`config.mk`:
```
export PLATFORM = sky130hd
export DESIGN_NAME = monitor_sumador32_flat
export DESIGN_NICKNAME = d
export VERILOG_FILES = /design/src/rtl/sumador_pkg.sv /design/src/rtl/monitor_sumador32_if.sv /design/src/rtl/modelo_sumador32.sv /design/src/rtl/monitor_sumador32.sv /design/src/flat_wrapper.sv
export SDC_FILE = /design/constraint.sdc
export NUM_CORES = 1
export LEC_CHECK = 0
export CAP_MARGIN = 20
export CORE_MARGIN = 4
export CORE_UTILIZATION = 53
export CTS_BUF_LIST = sky130_fd_sc_hd__clkbuf_4
export DETAILED_ROUTE_END_ITERATION = 12
export PLACE_DENSITY = 0.83
export SKIP_LAST_GASP = 1
export SLEW_MARGIN = 20
export SYNTH_ARGS = -nofsm -noshare
export SYNTH_HDL_FRONTEND = slang
export SYNTH_SLANG_ARGS = --single-unit
```
`constraint.sdc`:
```
create_clock -name CLK -period 4 [get_ports CLK]
set_clock_uncertainty 0.05 [all_clocks]
set_input_delay 0.4 -clock CLK [delete_from_list [all_inputs] [get_ports CLK]]
set_output_delay 0.4 -clock CLK [all_outputs]
set_load 0.01 [all_outputs]
```
`src/rtl/sumador_pkg.sv`:
```
// Shared definitions for the 32-bit adder monitor: operation encodings,
// widths, tracking-state type and a saturating counter helper.
package sumador_pkg;

    localparam int DATA_W = 32;
    localparam int CNT_W  = 16;

    typedef enum logic [1:0] {
        MODO_HOLD  = 2'b00,
        MODO_SUMA  = 2'b01,
        MODO_RESTA = 2'b10,
        MODO_CLR   = 2'b11
    } modo_e;

    typedef enum logic {
        ST_SYNC  = 1'b0,
        ST_TRACK = 1'b1
    } state_e;

    function automatic logic [CNT_W-1:0] sat_inc(input logic [CNT_W-1:0] cnt);
        logic [CNT_W-1:0] res;
        if (cnt == {CNT_W{1'b1}}) begin
            res = cnt;
        end else begin
            res = cnt + {{(CNT_W-1){1'b0}}, 1'b1};
        end
        return res;
    endfunction

endpackage

```
`src/rtl/monitor_sumador32_if.sv`:
```
// Bundle of adder-observation inputs and monitor status outputs.
// master = adder/environment side, slave = monitor side.
interface monitor_sumador32_if;
    import sumador_pkg::*;

    logic              ENB;
    logic [1:0]        MODO;
    logic [DATA_W-1:0] A;
    logic [DATA_W-1:0] B;
    logic              RCI;
    logic [DATA_W-1:0] Q;
    logic              RCO;
    logic              CHK_EN;
    logic              CLR_ERR;
    logic [DATA_W-1:0] EXP_Q;
    logic              EXP_RCO;
    logic              SYNCED;
    logic              ERR;
    logic              ERR_STICKY;
    logic [CNT_W-1:0]  ERR_COUNT;
    logic [CNT_W-1:0]  CHK_COUNT;

    modport master (
        output ENB, MODO, A, B, RCI, Q, RCO, CHK_EN, CLR_ERR,
        input  EXP_Q, EXP_RCO, SYNCED, ERR, ERR_STICKY, ERR_COUNT, CHK_COUNT
    );

    modport slave (
        input  ENB, MODO, A, B, RCI, Q, RCO, CHK_EN, CLR_ERR,
        output EXP_Q, EXP_RCO, SYNCED, ERR, ERR_STICKY, ERR_COUNT, CHK_COUNT
    );

endinterface

```
`src/rtl/modelo_sumador32.sv`:
```
// Reference model of the adder: holds the expected {carry, result} pair and
// applies the same operation the adder is asked to perform on each enabled edge.
module modelo_sumador32
    import sumador_pkg::*;
(
    input  logic              clk,
    input  logic              reset,
    input  logic              enb,
    input  logic [1:0]        modo,
    input  logic [DATA_W-1:0] a,
    input  logic [DATA_W-1:0] b,
    input  logic              rci,
    output logic [DATA_W-1:0] exp_q,
    output logic              exp_rco
);

    logic [DATA_W-1:0] exp_q_d, exp_q_q;
    logic              exp_rco_d, exp_rco_q;
    logic [DATA_W:0]   sum_s;
    logic [DATA_W:0]   diff_s;

    // Next expected value; subtraction borrow appears as the extended top bit.
    always_comb begin
        exp_q_d   = exp_q_q;
        exp_rco_d = exp_rco_q;
        sum_s     = {1'b0, a} + {1'b0, b} + {{DATA_W{1'b0}}, rci};
        diff_s    = {1'b0, a} - {1'b0, b} - {{DATA_W{1'b0}}, rci};
        if (enb) begin
            case (modo_e'(modo))
                MODO_HOLD: begin
                    exp_q_d   = exp_q_q;
                    exp_rco_d = exp_rco_q;
                end
                MODO_SUMA: begin
                    exp_q_d   = sum_s[DATA_W-1:0];
                    exp_rco_d = sum_s[DATA_W];
                end
                MODO_RESTA: begin
                    exp_q_d   = diff_s[DATA_W-1:0];
                    exp_rco_d = diff_s[DATA_W];
                end
                MODO_CLR: begin
                    exp_q_d   = {DATA_W{1'b0}};
                    exp_rco_d = 1'b0;
                end
                default: begin
                    exp_q_d   = exp_q_q;
                    exp_rco_d = exp_rco_q;
                end
            endcase
        end else begin
            exp_q_d   = exp_q_q;
            exp_rco_d = exp_rco_q;
        end
    end

    // Expected-result register.
    always_ff @(posedge clk) begin
        if (reset) begin
            exp_q_q   <= {DATA_W{1'b0}};
            exp_rco_q <= 1'b0;
        end else begin
            exp_q_q   <= exp_q_d;
            exp_rco_q <= exp_rco_d;
        end
    end

    assign exp_q   = exp_q_q;
    assign exp_rco = exp_rco_q;

endmodule

```
`src/rtl/monitor_sumador32.sv`:
```
// Online checker for a 32-bit registered adder: tracks the expected result,
// compares the observed output one cycle later and keeps error statistics.
module monitor_sumador32
    import sumador_pkg::*;
(
    input  logic                 CLK,
    input  logic                 RESET,
    monitor_sumador32_if.slave   bus
);

    logic [DATA_W-1:0] exp_q_s;
    logic              exp_rco_s;
    state_e            state_d, state_q;
    logic              err_d, err_q;
    logic              sticky_d, sticky_q;
    logic [CNT_W-1:0]  err_count_d, err_count_q;
    logic [CNT_W-1:0]  chk_count_d, chk_count_q;
    logic [CNT_W-1:0]  err_base_s, chk_base_s;
    logic              cmp_s, mis_s;

    modelo_sumador32 u_modelo (
        .clk     (CLK),
        .reset   (RESET),
        .enb     (bus.ENB),
        .modo    (bus.MODO),
        .a       (bus.A),
        .b       (bus.B),
        .rci     (bus.RCI),
        .exp_q   (exp_q_s),
        .exp_rco (exp_rco_s)
    );

    // Compare against the value held since the previous edge; a same-edge
    // comparison wins over CLR_ERR by counting on top of a zeroed base.
    always_comb begin
        cmp_s      = (state_q == ST_TRACK) && bus.CHK_EN;
        mis_s      = cmp_s && ({bus.RCO, bus.Q} != {exp_rco_s, exp_q_s});
        err_d      = mis_s;
        chk_base_s = bus.CLR_ERR ? {CNT_W{1'b0}} : chk_count_q;
        err_base_s = bus.CLR_ERR ? {CNT_W{1'b0}} : err_count_q;
        if (cmp_s) begin
            chk_count_d = sat_inc(chk_base_s);
        end else begin
            chk_count_d = chk_base_s;
        end
        if (mis_s) begin
            err_count_d = sat_inc(err_base_s);
            sticky_d    = 1'b1;
        end else begin
            err_count_d = err_base_s;
            sticky_d    = bus.CLR_ERR ? 1'b0 : sticky_q;
        end
        if ((state_q == ST_SYNC) && bus.ENB && (bus.MODO != MODO_HOLD)) begin
            state_d = ST_TRACK;
        end else begin
            state_d = state_q;
        end
    end

    // State, status and counter registers.
    always_ff @(posedge CLK) begin
        if (RESET) begin
            state_q     <= ST_SYNC;
            err_q       <= 1'b0;
            sticky_q    <= 1'b0;
            err_count_q <= {CNT_W{1'b0}};
            chk_count_q <= {CNT_W{1'b0}};
        end else begin
            state_q     <= state_d;
            err_q       <= err_d;
            sticky_q    <= sticky_d;
            err_count_q <= err_count_d;
            chk_count_q <= chk_count_d;
        end
    end

    assign bus.EXP_Q      = exp_q_s;
    assign bus.EXP_RCO    = exp_rco_s;
    assign bus.SYNCED     = (state_q == ST_TRACK);
    assign bus.ERR        = err_q;
    assign bus.ERR_STICKY = sticky_q;
    assign bus.ERR_COUNT  = err_count_q;
    assign bus.CHK_COUNT  = chk_count_q;

endmodule

```
`src/flat_wrapper.sv`:
```
// flat-port wrapper written by rule: the top's interface ports become plain ports
module monitor_sumador32_flat import sumador_pkg::*;
  (CLK, RESET, bus_ENB, bus_MODO, bus_A, bus_B, bus_RCI, bus_Q, bus_RCO, bus_CHK_EN, bus_CLR_ERR, bus_EXP_Q, bus_EXP_RCO, bus_SYNCED, bus_ERR, bus_ERR_STICKY, bus_ERR_COUNT, bus_CHK_COUNT);
  monitor_sumador32_if bus_i ();
  input  logic CLK;
  input  logic RESET;
  input wire logic [$bits(bus_i.ENB)-1:0] bus_ENB;
  input wire logic [$bits(bus_i.MODO)-1:0] bus_MODO;
  input wire logic [$bits(bus_i.A)-1:0] bus_A;
  input wire logic [$bits(bus_i.B)-1:0] bus_B;
  input wire logic [$bits(bus_i.RCI)-1:0] bus_RCI;
  input wire logic [$bits(bus_i.Q)-1:0] bus_Q;
  input wire logic [$bits(bus_i.RCO)-1:0] bus_RCO;
  input wire logic [$bits(bus_i.CHK_EN)-1:0] bus_CHK_EN;
  input wire logic [$bits(bus_i.CLR_ERR)-1:0] bus_CLR_ERR;
  output wire logic [$bits(bus_i.EXP_Q)-1:0] bus_EXP_Q;
  output wire logic [$bits(bus_i.EXP_RCO)-1:0] bus_EXP_RCO;
  output wire logic [$bits(bus_i.SYNCED)-1:0] bus_SYNCED;
  output wire logic [$bits(bus_i.ERR)-1:0] bus_ERR;
  output wire logic [$bits(bus_i.ERR_STICKY)-1:0] bus_ERR_STICKY;
  output wire logic [$bits(bus_i.ERR_COUNT)-1:0] bus_ERR_COUNT;
  output wire logic [$bits(bus_i.CHK_COUNT)-1:0] bus_CHK_COUNT;
  assign bus_i.ENB = bus_ENB;
  assign bus_i.MODO = bus_MODO;
  assign bus_i.A = bus_A;
  assign bus_i.B = bus_B;
  assign bus_i.RCI = bus_RCI;
  assign bus_i.Q = bus_Q;
  assign bus_i.RCO = bus_RCO;
  assign bus_i.CHK_EN = bus_CHK_EN;
  assign bus_i.CLR_ERR = bus_CLR_ERR;
  assign bus_EXP_Q = bus_i.EXP_Q;
  assign bus_EXP_RCO = bus_i.EXP_RCO;
  assign bus_SYNCED = bus_i.SYNCED;
  assign bus_ERR = bus_i.ERR;
  assign bus_ERR_STICKY = bus_i.ERR_STICKY;
  assign bus_ERR_COUNT = bus_i.ERR_COUNT;
  assign bus_CHK_COUNT = bus_i.CHK_COUNT;
  monitor_sumador32 u_core (.CLK(CLK), .RESET(RESET), .bus(bus_i));
endmodule
```
* Word level (Yosys, flattened, before mapping)
Cells that the tools add are included.
Storage, ports and cells: memory bits (read-only) 0, register bits 68, bits in writable memories 0, bits of input ports 105, memories kept 0, logic and storage cells 39, latch bits 0, output and inout bits 68
Operators by class: bitwise logic cells 2, multiplexer cells 10, shift-type cells 0, equal/unequal tests 6, add/sub/neg operators 6, order comparisons 0, divide/modulo/power cells 0, multipliers 0, reductions and logical operators 8
Operators by type and width (count):
- 2-to-1 mux 16 bit | 6
- one-hot mux 32 bit (3 select lines) | 1
- adder 32 x 32 -> 33 bit | 1
- adder 33 x 1 -> 33 bit | 1
- inequality test 33 bit | 1
- subtractor 32 x 32 -> 33 bit | 1
- subtractor 33 x 1 -> 33 bit | 1
- adder 16 x 1 -> 16 bit, second input constant | 2
- equality test 16 bit, second input constant | 2
- equality test 2 bit, second input constant | 2
- logical AND 1 bit | 4
- nonzero test 2 bit | 2
- one-hot mux 1 bit (3 select lines) | 1
- equality test 2 x 1 -> 1 bit, second input constant | 1
- logical NOT 2 bit | 1
- 2-to-1 mux 1 bit | 2
- inverter 1 bit | 2
- AND reduction 2 bit | 1

* Longest topological paths before layout
depth after elaboration 4, mapped depth 14, gate-level depth less buffers 13

* Modules after synthesis
Synthesis repeated with hierarchy kept, for this count alone.
Unflattened totals: cells, all modules 1018, area, all modules 7766.2 µm²
By module, submodules not included:
- modelo_sumador32 | area an instance 5525.3 µm², seq. area each 660.6 µm², instances 1, cells an instance 747
- monitor_sumador32 | area an instance 2240.9 µm², seq. area each 700.7 µm², instances 1, cells an instance 271

* Worst setup path after synthesis
OpenSTA, ideal clock, no wires.
path type in2reg, from input port bus_A[6], to register u_core.u_modelo.exp_q_q[28], in the netlist u_core.u_modelo.exp_q[28], data arrival time 3034 ps, required time 3855 ps, path buffers 0, library setup time 95 ps, stages 13, setup slack 820 ps, cells stage by stage inv_1 > ha_1 > inv_1 > ha_1 > a21o_1 > a21o_1 > a2111oi_4 > or2_4 > a41oi_4 > and3_4 > o21ai_1 > or4b_1 > o311ai_1
Between the ends: longest elaborated chain between the ends 3, elaborated cells between the ends (all ways) 5, those cells by class add/sub: 4; mux: 1
RTL lines:
- start: declaration | RTL line flat_wrapper.sv:9 | input wire logic [$bits(bus_i.A)-1:0] bus_A;
- subtractor 32 x 32 -> 33 bit or adder 32 x 32 -> 33 bit (tied branches) | RTL line modelo_sumador32.sv:27, modelo_sumador32.sv:26
- subtractor 33 x 1 -> 33 bit or adder 33 x 1 -> 33 bit (tied branches) | RTL line modelo_sumador32.sv:27, modelo_sumador32.sv:26
- one-hot mux 32 bit (3 select lines) * | RTL line modelo_sumador32.sv:29 | case (modo_e'(modo))
- end signal: assignment | RTL line modelo_sumador32.sv:60 | exp_q_q <= {DATA_W{1'b0}};
- end signal: assignment | RTL line modelo_sumador32.sv:63 | exp_q_q <= exp_q_d;
- end: declaration | RTL line modelo_sumador32.sv:17 | logic [DATA_W-1:0] exp_q_d, exp_q_q;
Mark *: on every way between the ends. The rest lies on a longest branch, timed or not. A chain may end at the register's enable or synchronous reset.

* Worst setup path in the final report
from input port bus_A[0], to register u_core.u_modelo.exp_q_q[31], in the netlist u_core.u_modelo.exp_q[31]
Same word-level chain as after synthesis.

==> impl_metrics.csv <==
group,metric,value,unit
place,dp.cells,1338,
yosys,yosysWarnings,0,
power_and_ir_drop,pwr-share-seq,30.4,%
floorplan,die_area,0.0160,sq mm
floorplan,design.core.area,0.0138,sq mm
place,placed_cell_area,0.00948,sq mm
yosys,synthFlopType,"dfxtp_1",
place,hpwl,18.8,mm
worst_setup_path,critPathSlowestCell,"fa_1",
floorplan,rows,43,
cells_and_area,fillerInstances,1184,
yosys,syn-cell-area,0.00744,sq mm
timing,timing.slew.headroom,52.3,%
floorplan,pin_count,173,
yosys,synth_top_area_share,18.3,%
yosys,synth_xor_xnor_area_share,12.8,%
timing,fmax,0.280,GHz
global_route,grtUsageTotal,27.8,%
yosys,synth_area_leaders,"dfxtp_1 (18%), ha_1 (16%), xnor2_1 (9.9%), nor2_1 (5.8%), inv_1 (5.4%)",
power_and_ir_drop,power_frac_clock,18.8,%
routing,viasPerCell,5.83,
yosys,synth-simple-area-share,20.3,%
worst_setup_path,endpoint,"u_core.u_modelo.exp_q[31]$_SDFFE_PP0P_",
worst_hold_path,hold_path_class,"reg -> reg",
clocking,clock-sinks,68,
clocking,cts_made_buffers,9,
cells_and_area,instances_no_fill,1355,
power_and_ir_drop,switchingPower,0.00100,W
timing,hold_viol_final,0,
worst_setup_path,crit_top_cell,"inv_1",
power_and_ir_drop,sw_frac_of_total,40.3,%
floorplan,dieWidth,126,um
worst_setup_path,slowest_delay,500,ps
global_route,grt-ovfl-total,0,
place,port_buffers,172,
timing,worst_pin_slew,714,ps
yosys,synth.distinct_cells,75,
clocking,root_buffer,"clkbuf_4",
routing,num_vias,7901,
timing,post-route-min-period,3570,ps
global_route,grt_pass1_wl,37.1,mm
yosys,yosysTopAreaCell,"dfxtp_1",
clocking,clk_pin_slew_worst_paths,120,ps
timing,slew_viol_final,0,
yosys,synth_compound_area_share,23.5,%
worst_setup_path,worstSetupStartpoint,"bus_A[0]",
yosys,yosysSeqAreaShare,18.3,%
global_route,grt_use_met1,36.4,%
power_and_ir_drop,vdd_ir_drop_max,0.174,mV
timing,finalCritPeriodShare,89.1,%
power_and_ir_drop,power.total,0.00249,W
clocking,cts_setup_buffers,0,
routing,remaining_drc_errors,0,
global_route,grtUsageMet2,45.7,%
yosys,synth-edff-count,0,
yosys,post_synth.cell_area_avg,7.52,sq um
routing,wl_per_cell,16.9,um
worst_setup_path,worstPathCellList,"clkdlybuf4s50_1, inv_1, fa_1, inv_1, ha_1, o21ai_0, a22oi_1, a31oi_1, buf_4, o311ai_0, nand2_1, o21ai_1, a221o_1, mux2i_1, a311oi_1",
timing,rsz0062_at_grt,"no",
outcome,outcome,"completed",
clocking,ctsHoldBuffers,0,
yosys,synth_nets,1193,
yosys,synthAdderAreaFrac,17.1,%
worst_setup_path,worst_r2r_path_depth,10,
clocking,post_cts_resized,0,
worst_setup_path,cp_data_required_time,4290,ps
timing,tns,0,ps
routing,first_iter_violations,783,
yosys,yosys_register_bits,68,
yosys,synthMuxAreaShare,0.824,%
cells_and_area,drive_gt1_share,5.37,%
worst_setup_path,critPathArrivalTime,3860,ps
clocking,tritoncts,"yes",
global_route,antenna_found_initial,1,
routing,totalWireLength,22.9,mm
cells_and_area,multi_input_area,0.00554,sq mm
yosys,synth_top_family_by_area,"compound AO/OA/AOI/OAI gates",
power_and_ir_drop,p_comb_share,50.7,%
worst_setup_path,r2r_setup_slack,1550,ps
power_and_ir_drop,p_int,0.00149,W
global_route,met3_usage,4.97,%
place,place_congestion,0.985,
cells_and_area,area_delta_synth_final,29.4,%
worst_setup_path,crit_fanout,5,
clocking,clockBufferDepth,2,
run,maxCapViolations,0,
floorplan,start_util,53.8,%
worst_setup_path,r2r_start,"u_core.u_modelo.exp_q[12]$_SDFFE_PP0P_",
cells_and_area,final_area,0.00963,sq mm
floorplan,die_height,126,um
global_route,grt_pass1_vias,7511,
clocking,htree_num_levels,3,
yosys,synthArstFlopShare,0,%
timing,setup_viol,0,
cells_and_area,final_nets,1373,
yosys,synthCells,989,
worst_setup_path,reg2reg_to,"u_core.bus.ERR_COUNT[13]$_SDFF_PP0_",
cells_and_area,seq_area,0.00136,sq mm
global_route,grt_start_max_net_pins,45,
routing,dr.pass1.iters,5,
clocking,clock_latency,430,ps
power_and_ir_drop,p_leak,3.97,nW
routing,ant_nets,0,
power_and_ir_drop,power_density,259,mW/mm^2
worst_setup_path,end_kind,"register",
worst_setup_path,crit_type,"in -> reg",
global_route,top_usage_layer,"met2",
worst_setup_path,worstSetupStartpointType,"input port",
==> kinds of logic after synthesis <==
group	after synthesis
muxes	6
adders and majority gates	99
and+or+nand+nor	311
buffers and inverters	142
DFF	68
AOI/OAI and AO/OA	254
xor gates and xnor gates	109
==> worst max-delay path: cells and delay by family <==
kind / cells / cell delay, ps
AND/OR/NAND/NOR: 1 / 170
multiplexers: 1 / 80
adder cells (fa/ha/maj): 2 / 650
buffers and inverters: 4 / 820
AO/OA/AOI/OAI: 7 / 1720
==> sequential cells by signal (all words and copies together), names as in the netlist <==
| name | flops |
|---|---|
| u_core.bus.SYNCED | 1 |
| u_core.bus.ERR_COUNT | 16 |
| u_core.u_modelo.exp_rco | 1 |
| u_core.u_modelo.exp_q | 32 |
| u_core.bus.ERR_STICKY | 1 |
| u_core.bus.ERR | 1 |
| u_core.bus.CHK_COUNT | 16 |
==> cells in the mapped netlist, types with 9 or more instances <==
library cell / instances
clkbuf_1: 27
nand2_1: 55
a31oi_1: 13
nor2b_1: 16
nor2_1: 115
nor3_1: 24
o221ai_1: 10
or3_1: 9
a21o_1: 18
xor2_1: 25
a211oi_1: 10
and3_1: 9
ha_1: 95
a21oi_1: 65
inv_1: 107
o21ai_0: 50
nor4_1: 10
nand4_1: 24
xnor2_1: 84
dfxtp_1: 68
nand3_1: 19
==> cell usage in the layout, fill, tap and decap left out, types with 9 or more instances in the layout <==
cell	instances
buf_4	29
nor4_1	10
o21ai_0	50
clkdlybuf4s50_1	172
a31oi_1	13
and3_1	9
nand3_1	19
ha_1	95
xnor2_1	84
nor2b_1	16
a21oi_1	65
a211oi_1	10
o221ai_1	10
nor3_1	24
clkbuf_4	9
nand4_1	24
a21o_1	18
or3_1	9
xor2_1	25
inv_1	107
nand2_1	55
nor2_1	115
dfxtp_1	68
==> worst min-delay path by stage <==
stage	startpoint	endpoint	slack [ps]	cells past startpoint
floorplan	u_core.u_modelo.exp_q[14]$_SDFFE_PP0P_	u_core.u_modelo.exp_q[14]$_SDFFE_PP0P_	450	2
global placement	u_core.bus.ERR_STICKY$_SDFFE_PP0P_	u_core.bus.ERR_STICKY$_SDFFE_PP0P_	420	2
detailed placement	u_core.u_modelo.exp_q[14]$_SDFFE_PP0P_	u_core.u_modelo.exp_q[14]$_SDFFE_PP0P_	430	2
CTS	u_core.u_modelo.exp_q[14]$_SDFFE_PP0P_	u_core.u_modelo.exp_q[14]$_SDFFE_PP0P_	450	2
global route	u_core.bus.ERR_COUNT[14]$_SDFF_PP0_	u_core.bus.ERR_COUNT[14]$_SDFF_PP0_	500	2
finish	u_core.u_modelo.exp_q[14]$_SDFFE_PP0P_	u_core.u_modelo.exp_q[14]$_SDFFE_PP0P_	450	2
==> metal layers <==
| metal | up-vias | routed length, um | part of all wire [%] |
|---|---|---|---|
| li1 | 3858 | - | - |
| met4 | 0 | 773 | 3.4 |
| met2 | 387 | 10300 | 45 |
| met3 | 47 | 1910 | 8.3 |
| met5 | - | 0 | 0 |
| met1 | 3609 | 9960 | 44 |
==> power by group through the flow <==
stage | Clock (W) | Sequential, W | Combinational [W]
2_1_floorplan | 0 | 0.000769 | 0.000793
3_3_place_gp | 0 | 0.000771 | 0.00123
3_5_place_dp | 0 | 0.000773 | 0.00124
4_1_cts | 0.000474 | 0.000758 | 0.00125
5_1_grt | 0.000500 | 0.000762 | 0.00138
6_report | 0.000469 | 0.000758 | 0.00126
==> final cells by class <==
cell class / count / share of cell area, %
antenna: 1 / 0.0260
clock buffer: 9 / 0.702
tap: 180 / 2.34
inverter: 110 / 4.29
sequential: 68 / 14.1
multi-input combinational: 779 / 57.6
clock inverter: 7 / 0.806
timing repair buffer: 201 / 20.1
==> per-stage QoR <==
| step | utilization, % | worst slack, ps | hold WS, ps |
|---|---|---|---|
| 6_report | 69.6 | 434 | 447 |
| 5_1_grt | 69.6 | 286 | 496 |
| 4_1_cts | 69.6 | 482 | 448 |
| 3_5_place_dp | 68.6 | 43.1 | 428 |
| 3_3_place_gp | 68.6 | 113 | 416 |
| 2_1_floorplan | - | 820 | 454 |
(Power assumes the default switching activity.)
